## src/rtl/lane_serializer_if.sv

```systemverilog
// Parallel-in / serial-out handshake bundle for lane_serializer.
// The slave modport is the serializer's view; the master modport is the producer/consumer side.
interface lane_serializer_if #(
  parameter int DATA_W = 16,
  parameter int LANES  = 1,
  parameter int MOD_W  = $clog2(DATA_W)
);
  logic [DATA_W-1:0] data_i;
  logic [MOD_W-1:0]  data_mod_i;
  logic              msb_first_i;
  logic              data_val_i;
  logic              data_rdy_o;
  logic [LANES-1:0]  ser_data_o;
  logic [LANES-1:0]  ser_mask_o;
  logic              ser_data_val_o;
  logic              ser_rdy_i;
  logic              ser_last_o;
  logic              busy_o;
  logic              drop_o;

  modport slave (
    input  data_i, data_mod_i, msb_first_i, data_val_i, ser_rdy_i,
    output data_rdy_o, ser_data_o, ser_mask_o, ser_data_val_o, ser_last_o, busy_o, drop_o
  );

  modport master (
    output data_i, data_mod_i, msb_first_i, data_val_i, ser_rdy_i,
    input  data_rdy_o, ser_data_o, ser_mask_o, ser_data_val_o, ser_last_o, busy_o, drop_o
  );
endinterface

```

## src/rtl/lane_serializer.sv

```systemverilog
// Serializes variable-length parallel words into LANES-wide beats, with one skid-buffer entry
// behind the shifter so a following word streams out with no bubble.
module lane_serializer #(
  parameter int DATA_W  = 16,
  parameter int LANES   = 1,
  parameter int MOD_W   = $clog2(DATA_W),
  parameter int MIN_LEN = 3
) (
  input  logic             clk_i,
  input  logic             arst_n_i,
  lane_serializer_if.slave bus
);

  localparam int BEATS = DATA_W / LANES;
  localparam int CNT_W = (BEATS > 1) ? $clog2(BEATS) : 1;
  localparam int LEN_W = $clog2(DATA_W + 1);

  typedef enum logic {
    IDLE  = 1'b0,
    SHIFT = 1'b1
  } state_e;

  state_e            state_q, state_d;
  logic [DATA_W-1:0] sh_q, sh_d;
  logic [LEN_W-1:0]  len_q, len_d;
  logic [CNT_W-1:0]  beat_q, beat_d;
  logic [DATA_W-1:0] buf_q, buf_d;
  logic [LEN_W-1:0]  buf_len_q, buf_len_d;
  logic              buf_full_q, buf_full_d;
  logic              drop_q, drop_d;
  logic              rdy_en_q;

  logic [MOD_W-1:0]  mod_w;
  logic [DATA_W-1:0] word_norm;
  logic [LEN_W-1:0]  len_in;
  logic              long_in;
  logic [LANES-1:0]  mask;
  logic              last;
  logic              data_rdy, accept, consume, fin;
  logic              load_in, load_buf, to_buf;

  assign mod_w = bus.data_mod_i;

  // Words are stored in stream order (bit 0 leaves first), so the shifter never needs to know
  // the bit order after acceptance.
  always_comb begin
    word_norm = bus.data_i;
    if (bus.msb_first_i) begin
      for (int i = 0; i < DATA_W; i++) word_norm[i] = bus.data_i[DATA_W-1-i];
    end
  end

  always_comb begin
    len_in = LEN_W'(DATA_W);
    if (mod_w != '0 && int'(mod_w) <= DATA_W) len_in = LEN_W'(mod_w);
  end

  assign long_in = int'(len_in) >= MIN_LEN;

  always_comb begin
    mask = '0;
    last = 1'b0;
    if (state_q == SHIFT) begin
      for (int j = 0; j < LANES; j++) mask[j] = (int'(beat_q) * LANES + j) < int'(len_q);
      last = (int'(beat_q) + 1) * LANES >= int'(len_q);
    end
  end

  assign data_rdy = rdy_en_q && !buf_full_q;
  assign accept   = bus.data_val_i && data_rdy;
  assign consume  = (state_q == SHIFT) && bus.ser_rdy_i;
  assign fin      = consume && last;
  assign load_in  = accept && long_in && ((state_q == IDLE) || (fin && !buf_full_q));
  assign load_buf = fin && buf_full_q;
  assign to_buf   = accept && long_in && !load_in;

  always_comb begin
    // NOTE: every signal written here gets a default first, so no path can infer a latch.
    state_d    = state_q;
    sh_d       = sh_q;
    len_d      = len_q;
    beat_d     = beat_q;
    buf_d      = buf_q;
    buf_len_d  = buf_len_q;
    buf_full_d = buf_full_q;
    drop_d     = 1'b0;

    if (load_in) begin
      sh_d    = word_norm;
      len_d   = len_in;
      beat_d  = '0;
      state_d = SHIFT;
    end else if (load_buf) begin
      sh_d       = buf_q;
      len_d      = buf_len_q;
      beat_d     = '0;
      buf_full_d = 1'b0;
      state_d    = SHIFT;
    end else if (consume) begin
      if (last) begin
        state_d = IDLE;
      end else begin
        sh_d   = sh_q >> LANES;
        beat_d = beat_q + CNT_W'(1);
      end
    end

    if (to_buf) begin
      buf_d      = word_norm;
      buf_len_d  = len_in;
      buf_full_d = 1'b1;
    end

    if (accept && !long_in) drop_d = 1'b1;
  end

  // NOTE: state uses non-blocking assignments so every register samples pre-edge values.
  // NOTE: the buffer word is reset too; it is tiny and keeps post-reset outputs deterministic.
  always_ff @(posedge clk_i or negedge arst_n_i) begin
    if (!arst_n_i) begin
      state_q    <= IDLE;
      sh_q       <= '0;
      len_q      <= '0;
      beat_q     <= '0;
      buf_q      <= '0;
      buf_len_q  <= '0;
      buf_full_q <= 1'b0;
      drop_q     <= 1'b0;
      rdy_en_q   <= 1'b0;
    end else begin
      state_q    <= state_d;
      sh_q       <= sh_d;
      len_q      <= len_d;
      beat_q     <= beat_d;
      buf_q      <= buf_d;
      buf_len_q  <= buf_len_d;
      buf_full_q <= buf_full_d;
      drop_q     <= drop_d;
      rdy_en_q   <= 1'b1;
    end
  end

  assign bus.data_rdy_o     = data_rdy;
  assign bus.ser_data_o     = sh_q[LANES-1:0] & mask;
  assign bus.ser_mask_o     = mask;
  assign bus.ser_data_val_o = (state_q == SHIFT);
  assign bus.ser_last_o     = last;
  assign bus.busy_o         = (state_q == SHIFT) || buf_full_q;
  assign bus.drop_o         = drop_q;

endmodule

```

## src/flat_wrapper.sv

```systemverilog
// flat-port wrapper written by rule: the top's interface ports become plain ports
module lane_serializer_flat 
#(
  parameter int DATA_W  = 16,
  parameter int LANES   = 1,
  parameter int MOD_W   = $clog2(DATA_W),
  parameter int MIN_LEN = 3
)
  (clk_i, arst_n_i, bus_data_i, bus_data_mod_i, bus_msb_first_i, bus_data_val_i, bus_ser_rdy_i, bus_data_rdy_o, bus_ser_data_o, bus_ser_mask_o, bus_ser_data_val_o, bus_ser_last_o, bus_busy_o, bus_drop_o);
  lane_serializer_if #(.DATA_W(DATA_W), .LANES(LANES), .MOD_W(MOD_W)) bus_i ();
  input  logic clk_i;
  input  logic arst_n_i;
  input wire logic [$bits(bus_i.data_i)-1:0] bus_data_i;
  input wire logic [$bits(bus_i.data_mod_i)-1:0] bus_data_mod_i;
  input wire logic [$bits(bus_i.msb_first_i)-1:0] bus_msb_first_i;
  input wire logic [$bits(bus_i.data_val_i)-1:0] bus_data_val_i;
  input wire logic [$bits(bus_i.ser_rdy_i)-1:0] bus_ser_rdy_i;
  output wire logic [$bits(bus_i.data_rdy_o)-1:0] bus_data_rdy_o;
  output wire logic [$bits(bus_i.ser_data_o)-1:0] bus_ser_data_o;
  output wire logic [$bits(bus_i.ser_mask_o)-1:0] bus_ser_mask_o;
  output wire logic [$bits(bus_i.ser_data_val_o)-1:0] bus_ser_data_val_o;
  output wire logic [$bits(bus_i.ser_last_o)-1:0] bus_ser_last_o;
  output wire logic [$bits(bus_i.busy_o)-1:0] bus_busy_o;
  output wire logic [$bits(bus_i.drop_o)-1:0] bus_drop_o;
  assign bus_i.data_i = bus_data_i;
  assign bus_i.data_mod_i = bus_data_mod_i;
  assign bus_i.msb_first_i = bus_msb_first_i;
  assign bus_i.data_val_i = bus_data_val_i;
  assign bus_i.ser_rdy_i = bus_ser_rdy_i;
  assign bus_data_rdy_o = bus_i.data_rdy_o;
  assign bus_ser_data_o = bus_i.ser_data_o;
  assign bus_ser_mask_o = bus_i.ser_mask_o;
  assign bus_ser_data_val_o = bus_i.ser_data_val_o;
  assign bus_ser_last_o = bus_i.ser_last_o;
  assign bus_busy_o = bus_i.busy_o;
  assign bus_drop_o = bus_i.drop_o;
  lane_serializer #(.DATA_W(DATA_W), .LANES(LANES), .MOD_W(MOD_W), .MIN_LEN(MIN_LEN)) u_core (.clk_i(clk_i), .arst_n_i(arst_n_i), .bus(bus_i));
endmodule
```

## config.mk

```make
export PLATFORM = sky130hd
export DESIGN_NAME = lane_serializer_flat
export DESIGN_NICKNAME = d
export VERILOG_FILES = /design/src/rtl/lane_serializer_if.sv /design/src/rtl/lane_serializer.sv /design/src/flat_wrapper.sv
export SDC_FILE = /design/constraint.sdc
export NUM_CORES = 1
export LEC_CHECK = 0
export ABC_AREA = 1
export BUFFER_PORTS_ARGS = -buffer_cell sky130_fd_sc_hd__buf_4
export CAP_MARGIN = 0
export CORE_UTILIZATION = 35
export CTS_CLUSTER_DIAMETER = 30
export DETAILED_ROUTE_END_ITERATION = 16
export GPL_TIMING_DRIVEN = 0
export SETUP_SLACK_MARGIN = 0.05
export SLEW_MARGIN = 20
export SYNTH_ARGS = -nofsm -noshare
export SYNTH_HDL_FRONTEND = slang
export SYNTH_SLANG_ARGS = --single-unit
```

## constraint.sdc

```tcl
create_clock -name clk_i -period 2.45 [get_ports clk_i]
set_input_delay 0.3675 -clock clk_i [delete_from_list [all_inputs] [get_ports clk_i]]
set_output_delay 0.3675 -clock clk_i [all_outputs]
set_load 0.02 [all_outputs]
```

**Word level (Yosys, flattened, before mapping)**

Cells that the tools add are included.

- Bits in registers: 50
- Input bits: 25
- Logic and storage cells: 63
- ROM bits: 0
- RAM bits: 0
- Memories: 0
- Bits in latches: 0

- Order comparisons: 3
- Div/mod/pow operators: 0
- Eq/ne operators: 2
- Add/subtract/negate cells: 2
- Bitwise gates (word level): 2
- Muxes and demuxes: 22
- Multipliers: 0
- Shifts and indexed selects: 0
- Reductions and logical operators: 23

Operators with widths:

| cell | count |
|---|---|
| two-way mux 16 bit | 5 |
| >= comparator 32 x 6 -> 1 bit | 1 |
| two-way mux 4 bit | 4 |
| two-way mux 5 bit | 3 |
| logical AND 1 bit | 10 |
| two-way mux 1 bit | 10 |
| AND reduction 2 bit | 3 |
| nonzero test 3 bit | 2 |
| adder 4 x 1 -> 5 bit (second input constant) | 1 |
| >= comparator 5 x 2 -> 1 bit (second input constant) | 1 |
| less-than comparator 4 x 5 -> 1 bit | 1 |
| adder 4 x 1 -> 4 bit (second input constant) | 1 |
| nonzero test 2 bit | 2 |
| nonzero test 4 bit | 1 |
| logical NOT 1 bit | 3 |
| inequality test 3 bit (second input constant) | 1 |
| logical OR 1 bit | 2 |
| inequality test 2 bit (second input constant) | 1 |
| AND 1 bit | 1 |
| NOT 1 bit | 1 |

**Logic depth before layout (Yosys ltp)**

Gate-level depths: netlist of the first run.

- Word-level depth: 11
- Depth in mapped cells: 16
- Mapped depth without buffers: 15

**Worst setup path before layout of the first run**

OpenSTA, ideal clock, no wires.

- Path type: register to register
- Start: reg u_core.beat_q[0]
- End: reg u_core.sh_q[0]
- Data arrival time: 2107 ps
- Stages on the path, launching flop included: 15
- Slack: 226 ps
- Data required time: 2333 ps
- Buffers on the path: 1
- Setup time: 117 ps
- Path through: dfrtp_1 -> ha_1 -> xor2_1 -> ha_1 -> a21oi_1 -> nand2_1 -> nand2_2 -> nand3_4 -> nand3_2 -> nand2_4 -> nand2_4 -> nand3_4 -> buf_4 -> nand2_1 -> nand2_1

- Cells in the longest elaborated chain, start to end: 9
- Elaborated cells between the ends (all ways): 13
- Those cells by class: add/sub: 1; order compare: 1; eq/ne: 1; mux: 3; reduce/logical: 7

Ends and longest elaborated chain:

| item | line | source |
|---|---|---|
| start: declaration | lane_serializer.sv:26 | `logic [CNT_W-1:0] beat_q, beat_d;` |
| start signal: assignment | lane_serializer.sv:134 | `beat_q <= beat_d;` |
| adder 4 x 1 -> 5 bit (*) | lane_serializer.sv:65 | `last = (int'(beat_q) + 1) * LANES >= int'(len_q);` |
| >= comparator 32 x 6 -> 1 bit (*) | lane_serializer.sv:65 |  |
| two-way mux 1 bit (*) | lane_serializer.sv:63 | `if (state_q == SHIFT) begin` |
| logical AND 1 bit | lane_serializer.sv:72 | `assign fin = consume && last;` |
| logical AND 1 bit | lane_serializer.sv:73 | `assign load_in = accept && long_in && ((state_q == IDLE) \|\| (fin && !buf_full_q));` |
| logical OR 1 bit | lane_serializer.sv:73 |  |
| logical AND 1 bit | lane_serializer.sv:73 |  |
| inequality test 3 bit (no line) / nonzero test 3 bit (equally long branches) | - |  |
| AND reduction 2 bit (no line) | - |  |
| end signal: assignment | lane_serializer.sv:122 | `sh_q <= '0;` |
| end signal: assignment | lane_serializer.sv:132 | `sh_q <= sh_d;` |
| end: declaration | lane_serializer.sv:24 | `logic [DATA_W-1:0] sh_q, sh_d;` |

Mark *: on every way between the ends. The rest lies on a longest branch, timed or not.
A chain may end at the register's enable or synchronous reset.

**Worst setup path in the final report of the first run**

- Start: reg u_core.beat_q[1]
- End: out bus_ser_last_o

- Cells in the longest elaborated chain, start to end: 3

Ends and longest elaborated chain:

| item | line | source |
|---|---|---|
| adder 4 x 1 -> 5 bit | lane_serializer.sv:65 |  |
| >= comparator 32 x 6 -> 1 bit | lane_serializer.sv:65 |  |
| two-way mux 1 bit | lane_serializer.sv:63 |  |
| end: declaration | flat_wrapper.sv:22 | `output wire logic [$bits(bus_i.ser_last_o)-1:0] bus_ser_last_o;` |

No other way between the ends.

==> summary.log, run 1 <==
INFO  sta            worst_slew_pin_slew=0.658ns
INFO  yosys          synth-compound-area-share=0.0544
INFO  clocking       cts_max_path_buffers=2
INFO  clocking       clock_transition_at_the_registers_of_the_reported_paths=0.10ns
INFO  sta            max_slew_margin=0.561
INFO  clocking       postCtsHoldBufs=0
INFO  place          dp_cells=556
INFO  worst_setup_path timing.critical_path.arrival=2.11ns
INFO  yosys          synth_area_leader_cell=sky130_fd_sc_hd__dfrtp_1
INFO  pwr            portion_of_total_power_attributed_to_the_clock_network=0.113
INFO  worst_setup_path r2r-start=u_core.beat_q[1]
INFO  worst_setup_path req_time_crit_path=2.08ns
INFO  routing        drtAntennaViolNets=0
INFO  clocking       clock_tree_from_tritoncts=yes
INFO  yosys          async_reset_ff_frac=1.00
INFO  yosys          synthAdderAreaFrac=0.0409
INFO  routing        via_count=2,874
INFO  yosys          synth_xor_xnor_area_share=0.00572
INFO  pwr            power_switching_share=0.450
INFO  global_routing largest_net_degree_at_the_start_of_global_routing=51
INFO  global_routing globalRouteTotalUtil=0.196
INFO  yosys          synth_nets=455
INFO  worst_setup_path worstSetupPathDepth=12
INFO  pwr            power_density=1380mW/mm^2
INFO  sta            worst_clock_skew=0.00880ns
INFO  global_routing grt_antenna_before_repair=0
INFO  routing        route.detailed.vias_per_inst=4.94
INFO  yosys          post_synth.cell_area_avg=7.29um^2
INFO  sta            max_clock_freq=403MHz
INFO  yosys          synth-simple-area-share=0.397
INFO  global_routing first_global_vias=2,730
INFO  sta            setup_ws=-0.0319ns
INFO  yosys          yosys_warnings=0
INFO  global_routing wire_length_of_the_first_global_routing_pass=13.6mm
INFO  layout         post_route_cells_drive_above_1_share=0.218
INFO  worst_setup_path worst-path-max-fanout=3
INFO  yosys          yosys_most_used_dff=sky130_fd_sc_hd__dfrtp_1
INFO  yosys          synth.distinct_cells=30
INFO  pwr            total_leakage_power=2.11nW
INFO  worst_setup_path criticalPathCategory=flip-flop to output port
INFO  place          port_buffers=31
INFO  status         result_of_the_run=complete, but fails checks
INFO  routing        wirelength=8.27mm
INFO  worst_setup_path critical_path.cell_chain=buf_6 > nand3_2 > xor2_1 > ha_1 > nand2_1 > inv_1 > nand2_2 > nand3_4 > buf_8 > nand2_4 > inv_2 > buf_6
INFO  worst_setup_path worst_r2r_path_depth=17
INFO  yosys          synth_sequential_area_ratio=0.409
INFO  worst_setup_path timing.critical_path.buf_inv=5
INFO  sta            unrepaired_setup_endpoints_after_global_routing=true
INFO  routing        drt_iter0_markers=116
INFO  floorplanning  placeableCoreArea=0.00834mm^2
INFO  sta            layout_worst_path_cycle_share=1.01
INFO  layout         flow.area_growth_from_synthesis=28.7%
INFO  sta            post-route-min-period=2.48ns
INFO  pwr            p_switching=2.45mW
INFO  pwr            p_int=2.99mW
INFO  yosys          number_of_synthesized_flops_with_an_enable_pin=0
INFO  floorplanning  floorplan.rows=33
INFO  place          placed_cell_areas=0.00342mm^2
INFO  routing        drc_violations_left=0
INFO  yosys          synth_seq_cells=50
INFO  clocking       h-tree-depth=2
INFO  worst_setup_path worstSetupStartpoint=u_core.beat_q[1]
INFO  floorplanning  initial_core_util=0.367
INFO  layout         layout.nets=512
INFO  worst_setup_path cpMostUsedCell=sky130_fd_sc_hd__buf_6
INFO  worst_setup_path timing.critical_path.from_type=flip-flop
INFO  worst_setup_path cp_slowest_cell=sky130_fd_sc_hd__dfrtp_1
INFO  pwr            vdd_ir_drop_max=583uV
INFO  clocking       cts.sink_count=50
INFO  worst_setup_path r2r-end=u_core.sh_q[10]
INFO  routing        wire_per_inst=14.2um
INFO  sta            report.final.hold_viol_count=0
INFO  run            maxcap_viol_count=0
INFO  worst_setup_path critPathTopFamily=buffers and inverters
INFO  yosys          synth_area=0.00306mm^2
INFO  worst_setup_path setup.worst_path.end=bus_ser_last_o
INFO  yosys          synthCells=420
INFO  yosys          post-synth-top-area-fraction=0.409
INFO  sta            timing_max_transition_violations_final=0
INFO  worst_setup_path r2r_setup_slack=0.04ns
INFO  worst_setup_path end_kind=output port
INFO  min_path       worstHoldPathType=primary input to async pin
INFO  pwr            share_seq_of_total_power=0.251
INFO  layout         diodes=0
INFO  layout         final_cells=582
INFO  place          finalWeightedCongestion=0.839
INFO  clocking       cts_inserted_buffers=5
INFO  floorplanning  num_io_pins=32
INFO  routing        drt-pass1-iter-count=4
INFO  layout         postLayoutCellArea=0.00394mm^2
INFO  sta            totalNegativeSetupSlack=-0.0319ns
INFO  place          detailedPlacementHpwl=5.73mm
INFO  floorplanning  die_w=95.5um
INFO  clocking       worstSkewPairLatency=0.31ns
INFO  sta            setup_viol_count_final=1
INFO  clocking       cts_root_buf=sky130_fd_sc_hd__clkbuf_8
INFO  floorplanning  die-area=0.00912mm^2
INFO  floorplanning  floorplan.die.height=95.5um
INFO  place          dpl_worst_slack=-0.0696ns
INFO  yosys          synthTopCellsByArea=sky130_fd_sc_hd__dfrtp_1 (41%), sky130_fd_sc_hd__nand2_1 (21%), sky130_fd_sc_hd__nand4_1 (6.5%), sky130_fd_sc_hd__nand3_1 (5.4%), sky130_fd_sc_hd__ha_1 (4.1%)
INFO  worst_setup_path critPathMaxStageDelay=0.42ns
INFO  yosys          largest_family_of_logic_cells_by_synthesized_area=simple AND/OR/NAND/NOR gates
INFO  global_routing grt_overflow=0
INFO  status         violations=negative setup slack
INFO  pwr            comb_power_share=0.636
INFO  yosys          muxShareOfSynthArea=0
## flip-flops by register name, indices dropped and copies added (netlist names)
name                       flops
u_core.buf_q                  16
u_core.sh_q                   16
u_core.buf_len_q               5
u_core.len_q                   5
u_core.beat_q                  4
u_core.buf_full_q              1
u_core.bus.drop_o              1
u_core.bus.ser_data_val_o      1
u_core.rdy_en_q                1
## synth_stat cells, drive strengths merged (2+ instances only)
cell type,n
a21oi,11
buf,20
clkbuf,4
dfrtp,50
ha,10
inv,36
nand2,174
nand3,37
nand4,34
nor2,16
nor3,2
o21ai,20
xor2,2
## power groups by stage
| stage | Combinational (mW) | Sequential, mW | Clock, mW |
|---|---|---|---|
| final | 3.46 | 1.37 | 0.617 |
| after floorplan | 1.79 | 1.31 | 0 |
| after global placement | 2.41 | 1.35 | 0 |
| after CTS | 3.17 | 1.35 | 0.628 |
| after detailed placement | 2.46 | 1.36 | 0 |
| after global routing | 3.80 | 1.40 | 0.661 |
## layout make-up
class	count	area [um^2]
Multi-Input combinational cell	310	1640
Tap cell	105	131
Timing Repair Buffer	50	455
Clock buffer	6	82.6
Inverter	36	146
Fill cell	827	4400
Sequential cell	50	1250
Buffer	24	199
Clock inverter	1	30.0
## worst reg2reg max path, stage by stage (launching register included)
cell	delay, ns
sky130_fd_sc_hd__dfrtp_1	0.42
sky130_fd_sc_hd__buf_6	0.14
sky130_fd_sc_hd__nand3_2	0.07
sky130_fd_sc_hd__xor2_1	0.19
sky130_fd_sc_hd__ha_1	0.35
sky130_fd_sc_hd__nand2_1	0.07
sky130_fd_sc_hd__inv_1	0.06
sky130_fd_sc_hd__nand2_2	0.07
sky130_fd_sc_hd__nand3_4	0.08
sky130_fd_sc_hd__buf_6	0.12
sky130_fd_sc_hd__nand3_4	0.08
sky130_fd_sc_hd__nand2_8	0.11
sky130_fd_sc_hd__nand2_8	0.08
sky130_fd_sc_hd__bufbuf_16	0.27
sky130_fd_sc_hd__nand2_1	0.05
sky130_fd_sc_hd__nand2_1	0.05
sky130_fd_sc_hd__nand2_1	0.05
sky130_fd_sc_hd__nand2_1	0.04
## placed cells by master (no fill, tap or decap), types with 9 or more instances in the layout
| cell type | synthesis | routed |
|---|---|---|
| sky130_fd_sc_hd__inv_1 | 33 | 29 |
| sky130_fd_sc_hd__nand4_1 | 32 | 32 |
| sky130_fd_sc_hd__buf_6 | 4 | 16 |
| sky130_fd_sc_hd__nand3_1 | 33 | 32 |
| sky130_fd_sc_hd__buf_4 | 2 | 41 |
| sky130_fd_sc_hd__nand2_1 | 171 | 170 |
| sky130_fd_sc_hd__o21ai_0 | 17 | 14 |
| sky130_fd_sc_hd__dfrtp_1 | 50 | 50 |
| sky130_fd_sc_hd__nor2_1 | 15 | 15 |
| sky130_fd_sc_hd__a21oi_1 | 10 | 9 |
## worst min-delay path by stage
stage                                to  depth (start not counted)  slack (ns)
detailed placement  u_core.buf_len_q[3]                          1        0.45
global route            u_core.len_q[2]                          1        0.13
CTS                 u_core.buf_len_q[3]                          1        0.10
finish              u_core.buf_len_q[1]                          1        0.08
global placement    u_core.buf_len_q[2]                          1        0.44
floorplan              u_core.beat_q[0]                          0        0.07
## stage by stage
stage	utilization	hold slack [ns]	total power [mW]
detailed placement	0.411	0.449	3.82
CTS	0.452	0.105	5.15
floorplan	-	0.0719	3.10
finish	0.472	0.0771	5.44
global placement	0.411	0.442	3.77
global route	0.472	0.130	5.86
## cells by family (layout without fill, tap and decap cells)
logic type,Yosys count,count (layout)
compound gates,32,32
xor+xnor,2,2
fa+ha+maj,10,10
buf+inv,60,117
flops,50,50
other cells,1,1
simple gates,265,265
## timing repair
item | 4_1_cts | 5_1_grt
cloned | 2 | 1
pin swaps | 6 | 9
setup endpoints to repair | 43 | 50
buffers inserted | 13 | 3
resized for setup | 26 | 31
## per-layer routing
metal / global-route usage / routed length, um / vias up
li1: - / - / 1475
met1: 0.270 / 3950 / 1342
met2: 0.317 / 4010 / 47
met3: 0.0247 / 168 / 10
met4: 0.0672 / 135 / 0
met5: 0 / 0 / -
No activity file was read; power rests on OpenSTA's default activity.
==> run 2: changes to the inputs <==
--- a/config.mk
+++ b/config.mk
@@ -7,4 +7,5 @@
 export LEC_CHECK = 0
 export ABC_AREA = 1
+export ABC_CLOCK_PERIOD_IN_PS = 2450
 export BUFFER_PORTS_ARGS = -buffer_cell sky130_fd_sc_hd__buf_4
 export CAP_MARGIN = 0
@@ -14,5 +15,5 @@
 export GPL_TIMING_DRIVEN = 0
 export SETUP_SLACK_MARGIN = 0.05
-export SLEW_MARGIN = 20
+export SLEW_MARGIN = 15
 export SYNTH_ARGS = -nofsm -noshare
 export SYNTH_HDL_FRONTEND = slang
==> constraint.sdc (replaced) <==
create_clock -name clk_i -period 2.45 [get_ports clk_i]
set_input_delay 0.3675 -clock clk_i [delete_from_list [all_inputs] [get_ports clk_i]]
set_output_delay 0.3675 -clock clk_i [all_outputs]
set_load 0.05 [all_outputs]
==> run 2 against run 1 <==
The flow still finishes with violations (negative setup slack). Register-to-register slack worse by 0.03 ns. Routed wire length grew 2.8%. Global-route usage shrank 0.75 points. Cell count decreased by 0.17%. Total power is 5.4% higher. Clock-buffer cell count up 1. Final area is 2.8% higher. Combinational power increased by 9.2%. Sequential power about the same. Maximum frequency grew 0.97%. Die area did not move. Worst hold slack gained 0.0096 ns. Largest cell class unchanged.
==> summary.log, run 2 (synthesized netlist as in run 1, its figures left out) <==
INFO  pwr            total_leakage_power=2.12nW [was 2.11 nW]
INFO  clocking       clock_transition_at_the_registers_of_the_reported_paths=0.09ns [was 0.10 ns]
INFO  floorplanning  num_io_pins=32 [unchanged]
INFO  sta            max_clock_freq=407MHz [was 403 MHz]
INFO  status         violations=negative setup slack [unchanged]
INFO  worst_setup_path req_time_crit_path=2.08ns [about the same]
INFO  sta            timing_max_transition_violations_final=0 [unchanged]
INFO  sta            report.final.hold_viol_count=0 [unchanged]
INFO  floorplanning  initial_core_util=0.367 [unchanged]
INFO  layout         reg_top3=u_core.buf_q (16), u_core.sh_q (16) [unchanged]
INFO  global_routing first_global_vias=2,765 [was 2,730]
INFO  place          port_buffers=31 [unchanged]
INFO  layout         final_util=0.486 [was 0.472]
INFO  global_routing globalRouteTotalUtil=0.188 [was 0.196]
INFO  clocking       cts_max_path_buffers=2 [unchanged]
INFO  place          detailedPlacementHpwl=5.91mm [was 5.73 mm]
INFO  floorplanning  floorplan.die.height=95.5um [unchanged]
INFO  worst_setup_path cp_slowest_cell=sky130_fd_sc_hd__dfrtp_1 [unchanged]
INFO  sta            post-route-min-period=2.46ns [was 2.48 ns]
INFO  clocking       clock_tree_from_tritoncts=yes [unchanged]
INFO  sta            max_slew_margin=0.558 [was 0.561]
INFO  sta            layout_worst_path_cycle_share=1.00 [was 1.01]
INFO  worst_setup_path timing.critical_path.from_type=flip-flop [unchanged]
INFO  floorplanning  die_w=95.5um [unchanged]
INFO  routing        route.detailed.vias_per_inst=5.09 [was 4.94]
INFO  layout         diodes=0 [unchanged]
INFO  global_routing grt_overflow=0 [unchanged]
INFO  worst_setup_path worst_r2r_path_depth=14 [was 17]
INFO  routing        wirelength=8.50mm [was 8.27 mm]
INFO  worst_setup_path end_kind=output port [unchanged]
INFO  worst_setup_path criticalPathCategory=flip-flop to output port [unchanged]
INFO  layout         final_cell_mix=sky130_fd_sc_hd__nand2_1 (168), sky130_fd_sc_hd__dfrtp_1 (49), sky130_fd_sc_hd__buf_4 (41), sky130_fd_sc_hd__nand4_1 (32), sky130_fd_sc_hd__inv_1 (31) [was sky130_fd_sc_hd__nand2_1 (170), sky130_fd_sc_hd__dfrtp_1 (50), sky130_fd_sc_hd__buf_4 (41), sky130_fd_sc_hd__nand3_1 (32), sky130_fd_sc_hd__nand4_1 (32)]
INFO  status         result_of_the_run=complete, but fails checks [unchanged]
INFO  routing        drt_iter0_markers=143 [was 116]
INFO  global_routing wire_length_of_the_first_global_routing_pass=13.3mm [was 13.6 mm]
INFO  worst_setup_path timing.critical_path.arrival=2.09ns [was 2.11 ns]
INFO  clocking       worstSkewPairLatency=0.30ns [was 0.31 ns]
INFO  min_path       worstHoldPathType=primary input to async pin [unchanged]
INFO  routing        wire_per_inst=14.6um [was 14.2 um]
INFO  routing        via_count=2,957 [was 2,874]
INFO  worst_setup_path worst-path-max-fanout=3 [unchanged]
INFO  floorplanning  placeableCoreArea=0.00834mm^2 [unchanged]
INFO  sta            worst_slew_pin_slew=0.662ns [was 0.658 ns]
INFO  sta            whs=0.0867ns [was 0.0771 ns]
INFO  routing        drt-pass1-iter-count=4 [unchanged]
INFO  clocking       cts.sink_count=50 [unchanged]
INFO  layout         flow.area_growth_from_synthesis=32.3% [was 28.7%]
INFO  floorplanning  floorplan.rows=33 [unchanged]
INFO  routing        drtAntennaViolNets=0 [unchanged]
INFO  clocking       postCtsHoldBufs=0 [unchanged]
INFO  pwr            vdd_ir_drop_max=676uV [was 583 uV]
INFO  place          finalWeightedCongestion=0.807 [was 0.839]
INFO  clocking       cts_root_buf=sky130_fd_sc_hd__clkbuf_8 [unchanged]
INFO  pwr            power_density=1420mW/mm^2 [was 1380 mW/mm^2]
INFO  run            maxcap_viol_count=0 [unchanged]
INFO  sta            setup_viol_count_final=1 [unchanged]
INFO  clocking       h-tree-depth=2 [unchanged]
INFO  global_routing largest_net_degree_at_the_start_of_global_routing=51 [unchanged]
INFO  layout         post_route_cells_drive_above_1_share=0.235 [was 0.218]
INFO  sta            worst_clock_skew=0.00589ns [was 0.00880 ns]
INFO  worst_setup_path critical_path.cell_chain=ha_4 > xor2_4 > ha_4 > a21oi_2 > nand2_2 > nand2_4 > nand3_4 > buf_6 > nand2_4 > inv_2 > buf_8 [was buf_6 > nand3_2 > xor2_1 > ha_1 > nand2_1 > inv_1 > nand2_2 > nand3_4 > buf_8 > nand2_4 > inv_2 > buf_6]
INFO  layout         layout.nets=510 [was 512]
INFO  global_routing grt_antenna_before_repair=0 [unchanged]
INFO  worst_setup_path critPathMaxStageDelay=0.43ns [was 0.42 ns]
INFO  layout         layout_commonest_cell=sky130_fd_sc_hd__nand2_1 [unchanged]
INFO  routing        drc_violations_left=0 [unchanged]
INFO  sta            unrepaired_setup_endpoints_after_global_routing=true [unchanged]
INFO  floorplanning  die-area=0.00912mm^2 [unchanged]
INFO  sta            setup_ws=-0.00813ns [was -0.0319 ns]
INFO  clocking       cts_inserted_buffers=5 [unchanged]
-- run 2: cell count changes in the layout (fill, tap and decap cells not counted), sizes merged --
cell      change
buf           -3
clkinvlp      -1
clkbuf        +3
inv           +1
bufbuf        -1
-- run 2: where the power goes --
part | switching (mW) | internal (mW) | total [mW]
sequential | 0.236 | 1.14 | 1.38
clock | 0.276 | 0.306 | 0.582
combinational | 2.20 | 1.58 | 3.78
-- run 2: path summary, 6_finish.rpt --
kind                                        from                   to  slack [ns]
worst max-delay path            u_core.beat_q[0]       bus_ser_last_o      -0.008
worst min-delay path                    arst_n_i  u_core.buf_len_q[2]        0.09
worst max register to register  u_core.beat_q[0]      u_core.sh_q[15]        0.01
worst min register to register   u_core.buf_q[4]      u_core.buf_q[4]        0.48
max in group asynchronous               arst_n_i     u_core.beat_q[2]        1.90
min in group clk_i                bus_data_val_i    u_core.bus.drop_o        0.31
-- run 2: through the flow --
stage	instance area, um^2	power (mW)	std cells	TNS, ns	setup slack (ns)
2_1_floorplan	3070	3.27	420	0	0.0945
3_5_place_dp	3430	3.97	556	-1.94	-0.0898
6_report	4050	5.74	581	-0.00813	-0.00813
4_1_cts	3730	5.09	575	-1.01	-0.0709
3_3_place_gp	3430	3.91	556	-0.582	-0.0436
5_1_grt	4050	6.17	581	-1.19	-0.101
-- run 2: worst max-delay path: cells and delay by family, from the launching register on --
| family | cells | cell delay [ns] |
|---|---|---|
| buf+inv | 3 | 0.31 |
| flops | 1 | 0.43 |
| simple gates | 4 | 0.29 |
| xor+xnor | 1 | 0.17 |
| fa+ha+maj | 2 | 0.43 |
| compound gates | 1 | 0.15 |
-- run 2: timing repair --
item / CTS / global route
setup endpoints to repair: 43 / 50
setup buffers: 10 / 3
cloned: 1 / 3
resized for setup: 20 / 45
pin swaps: 6 / 26
-- run 2: layer usage --
metal  global-route usage  up-vias  share of wire
li1                     -     1469              -
met1                0.259     1434           0.48
met2                0.313       43           0.49
met3               0.0231       11          0.020
met4               0.0473        0          0.012
met5                    0        -              0
-- run 2: final cells by class --
cell class | count | area [um^2]
multi-input combinational | 310 | 1780
timing repair buffer | 48 | 448
buffer | 24 | 194
tap | 105 | 131
inverter | 36 | 138
sequential | 50 | 1250
clock buffer | 7 | 76.3
fill | 807 | 4290
clock inverter | 1 | 30.0
==> run 3: changes to the inputs <==
Settings changed: RECOVER_POWER set to 50.
==> run 3 against run 2 <==
The run still ends with negative setup slack left. Die area unchanged. Global-route usage is the same. Worst hold slack improved by 0.23 ns. Utilization is essentially flat. Total power about the same. First-iteration DRC count is the same. Maximum frequency is essentially flat. Flip-flop and latch count is the same. Clock power about the same. Largest power group unchanged. Highest routed layer unchanged.
==> summary.log, run 3 (synthesized netlist as in run 1, its figures left out) <==
INFO  clocking       postCtsHoldBufs=0 [unchanged]
INFO  pwr            power_density=1420mW/mm^2 [about the same]
INFO  routing        wirelength=8.49mm [was 8.50 mm]
INFO  floorplanning  num_io_pins=32 [unchanged]
INFO  sta            max_clock_freq=407MHz [about the same]
INFO  layout         reg_top3=u_core.buf_q (16), u_core.sh_q (16) [unchanged]
INFO  clocking       cts.sink_count=50 [unchanged]
INFO  worst_setup_path req_time_crit_path=2.08ns [about the same]
INFO  clocking       clock_tree_from_tritoncts=yes [unchanged]
INFO  worst_setup_path worst-path-max-fanout=3 [unchanged]
INFO  clocking       cts_max_path_buffers=2 [unchanged]
INFO  global_routing wire_length_of_the_first_global_routing_pass=13.3mm [unchanged]
INFO  layout         diodes=0 [unchanged]
INFO  clocking       cts_inserted_buffers=5 [unchanged]
INFO  global_routing first_global_vias=2,765 [unchanged]
INFO  routing        drt_iter0_markers=143 [unchanged]
INFO  layout         final_cell_mix=sky130_fd_sc_hd__nand2_1 (168), sky130_fd_sc_hd__dfrtp_1 (49), sky130_fd_sc_hd__buf_4 (40), sky130_fd_sc_hd__nand4_1 (32), sky130_fd_sc_hd__inv_1 (31) [was sky130_fd_sc_hd__nand2_1 (168), sky130_fd_sc_hd__dfrtp_1 (49), sky130_fd_sc_hd__buf_4 (41), sky130_fd_sc_hd__nand4_1 (32), sky130_fd_sc_hd__inv_1 (31)]
INFO  worst_setup_path criticalPathCategory=flip-flop to output port [unchanged]
INFO  clocking       worstSkewPairLatency=0.30ns [about the same]
INFO  routing        drc_violations_left=0 [unchanged]
INFO  run            maxcap_viol_count=0 [unchanged]
INFO  sta            post-route-min-period=2.46ns [about the same]
INFO  clocking       clock_transition_at_the_registers_of_the_reported_paths=0.09ns [about the same]
INFO  sta            worst_clock_skew=0.00581ns [was 0.00589 ns]
INFO  place          dp_cells=556 [unchanged]
INFO  place          dpl_worst_slack=-0.0898ns [unchanged]
INFO  global_routing globalRouteTotalUtil=0.188 [unchanged]
INFO  pwr            total_leakage_power=2.12nW [about the same]
INFO  status         violations=negative setup slack [unchanged]
INFO  sta            unrepaired_setup_endpoints_after_global_routing=true [unchanged]
INFO  worst_setup_path timing.critical_path.from_type=flip-flop [unchanged]
INFO  global_routing largest_net_degree_at_the_start_of_global_routing=51 [unchanged]
INFO  routing        via_count=2,957 [unchanged]
INFO  clocking       h-tree-depth=2 [unchanged]
INFO  routing        wire_per_inst=14.6um [about the same]
INFO  layout         final_cells=581 [unchanged]
INFO  sta            setup_ws=-0.00994ns [was -0.00813 ns]
INFO  layout         flow.area_growth_from_synthesis=32.3% [about the same]
INFO  status         result_of_the_run=complete, but fails checks [unchanged]
INFO  layout         post_route_cells_drive_above_1_share=0.235 [unchanged]
INFO  pwr            vdd_ir_drop_max=677uV [was 676 uV]
INFO  floorplanning  die-area=0.00912mm^2 [unchanged]
INFO  global_routing grt_overflow=0 [unchanged]
INFO  floorplanning  floorplan.die.height=95.5um [unchanged]
INFO  global_routing grt_antenna_before_repair=0 [unchanged]
INFO  sta            layout_worst_path_cycle_share=1.00 [about the same]
INFO  floorplanning  die_w=95.5um [unchanged]
INFO  sta            timing_max_transition_violations_final=0 [unchanged]
INFO  layout         layout.nets=510 [unchanged]
INFO  global_routing use_met2=0.313 [unchanged]
INFO  layout         layout_commonest_cell=sky130_fd_sc_hd__nand2_1 [unchanged]
INFO  routing        drtAntennaViolNets=0 [unchanged]
INFO  global_routing global_route_met3_usage=0.0231 [unchanged]
INFO  floorplanning  initial_core_util=0.367 [unchanged]
INFO  place          finalWeightedCongestion=0.807 [unchanged]
INFO  sta            max_slew_margin=0.136 [was 0.558]
INFO  floorplanning  floorplan.rows=33 [unchanged]
INFO  place          detailedPlacementHpwl=5.91mm [unchanged]
INFO  sta            setup_viol_count_final=1 [unchanged]
INFO  min_path       worstHoldPathType=primary input to flip-flop [was primary input to async pin]
INFO  worst_setup_path timing.critical_path.arrival=2.09ns [about the same]
INFO  routing        drt-pass1-iter-count=4 [unchanged]
INFO  floorplanning  placeableCoreArea=0.00834mm^2 [unchanged]
INFO  pwr            fin_total_pwr=5.74mW [about the same]
INFO  sta            report.final.hold_viol_count=0 [unchanged]
INFO  global_routing met1_usage=0.259 [unchanged]
INFO  sta            worst_slew_pin_slew=1.30ns [was 0.662 ns]
INFO  place          port_buffers=31 [unchanged]
INFO  clocking       cts_root_buf=sky130_fd_sc_hd__clkbuf_8 [unchanged]
INFO  global_routing gr-max-usage-layer=met2 [unchanged]
INFO  routing        route.detailed.vias_per_inst=5.09 [unchanged]
INFO  worst_setup_path end_kind=output port [unchanged]
INFO  layout         final_util=0.485 [was 0.486]
## run 3: changes by cell type in the layout (fill, tap and decap cells not counted), sizes merged
cell,previous run,this run
buf,65,64
clkbuf,14,15
## run 3: worst paths after layout
kind	startpoint	end	slack (ns)	cells after the start
max in group asynchronous	arst_n_i	u_core.beat_q[2]	1.26	1
min reg2reg	u_core.buf_q[4]	u_core.buf_q[4]	0.48	2
min in group asynchronous	arst_n_i	u_core.buf_len_q[2]	0.34	1
max reg2reg	u_core.beat_q[0]	u_core.sh_q[15]	0.01	14
max	u_core.beat_q[0]	bus_ser_last_o	-0.01	11
min	bus_data_val_i	u_core.bus.drop_o	0.31	3
## run 3: timing repair
| action | in CTS | in global routing |
|---|---|---|
| gates resized for setup | 20 | 45 |
| pin swaps | 6 | 26 |
| setup buffers | 10 | 3 |
| setup endpoints to repair | 43 | 50 |
| gates cloned | 1 | 3 |
## run 3: where the power goes
part / internal (mW) / total, mW / switching, mW / leakage, nW
Sequential: 1.14 / 1.38 / 0.236 / 0.644
Combinational: 1.58 / 3.78 / 2.20 / 1.43
Clock: 0.306 / 0.582 / 0.276 / 0.0524
Total: 3.03 / 5.74 / 2.71 / 2.12
## run 3: through the flow
| stage | instance area, um^2 | hold WS, ns | TNS [ns] |
|---|---|---|---|
| 4_1_cts | 3730 | 0.115 | -1.01 |
| 5_1_grt | 4050 | 0.323 | -1.19 |
| 6_report | 4050 | 0.313 | -0.00994 |
| 3_3_place_gp | 3430 | 0.440 | -0.582 |
| 3_5_place_dp | 3430 | 0.448 | -1.94 |
| 2_1_floorplan | 3070 | 0.0719 | 0 |
## run 3: layout make-up
| class | count | area (um^2) |
|---|---|---|
| repair buffers | 48 | 445 |
| flip-flops and latches | 50 | 1250 |
| well taps | 105 | 131 |
| plain buffers | 24 | 194 |
| inverters | 36 | 138 |
| clock inverters | 1 | 30.0 |
| multi-input cells | 310 | 1780 |
| clock buffers | 7 | 76.3 |
| fillers | 808 | 4290 |
## run 3: per-layer routing
layer  vias to the layer above  routed length, um
met1                      1436               4060
met5                         -                  0
met3                        11                151
met4                         0                104
met2                        41               4180
li1                       1469                  -
## run 3: critical path: stages (launching register included)
cell,delay [ns]
sky130_fd_sc_hd__dfrtp_1,0.43
sky130_fd_sc_hd__ha_4,0.20
sky130_fd_sc_hd__xor2_4,0.17
sky130_fd_sc_hd__ha_4,0.23
sky130_fd_sc_hd__a21oi_2,0.15
sky130_fd_sc_hd__nand2_2,0.08
sky130_fd_sc_hd__nand2_4,0.07
sky130_fd_sc_hd__nand3_4,0.09
sky130_fd_sc_hd__buf_6,0.13
sky130_fd_sc_hd__nand2_4,0.05
sky130_fd_sc_hd__inv_2,0.04
sky130_fd_sc_hd__buf_8,0.14
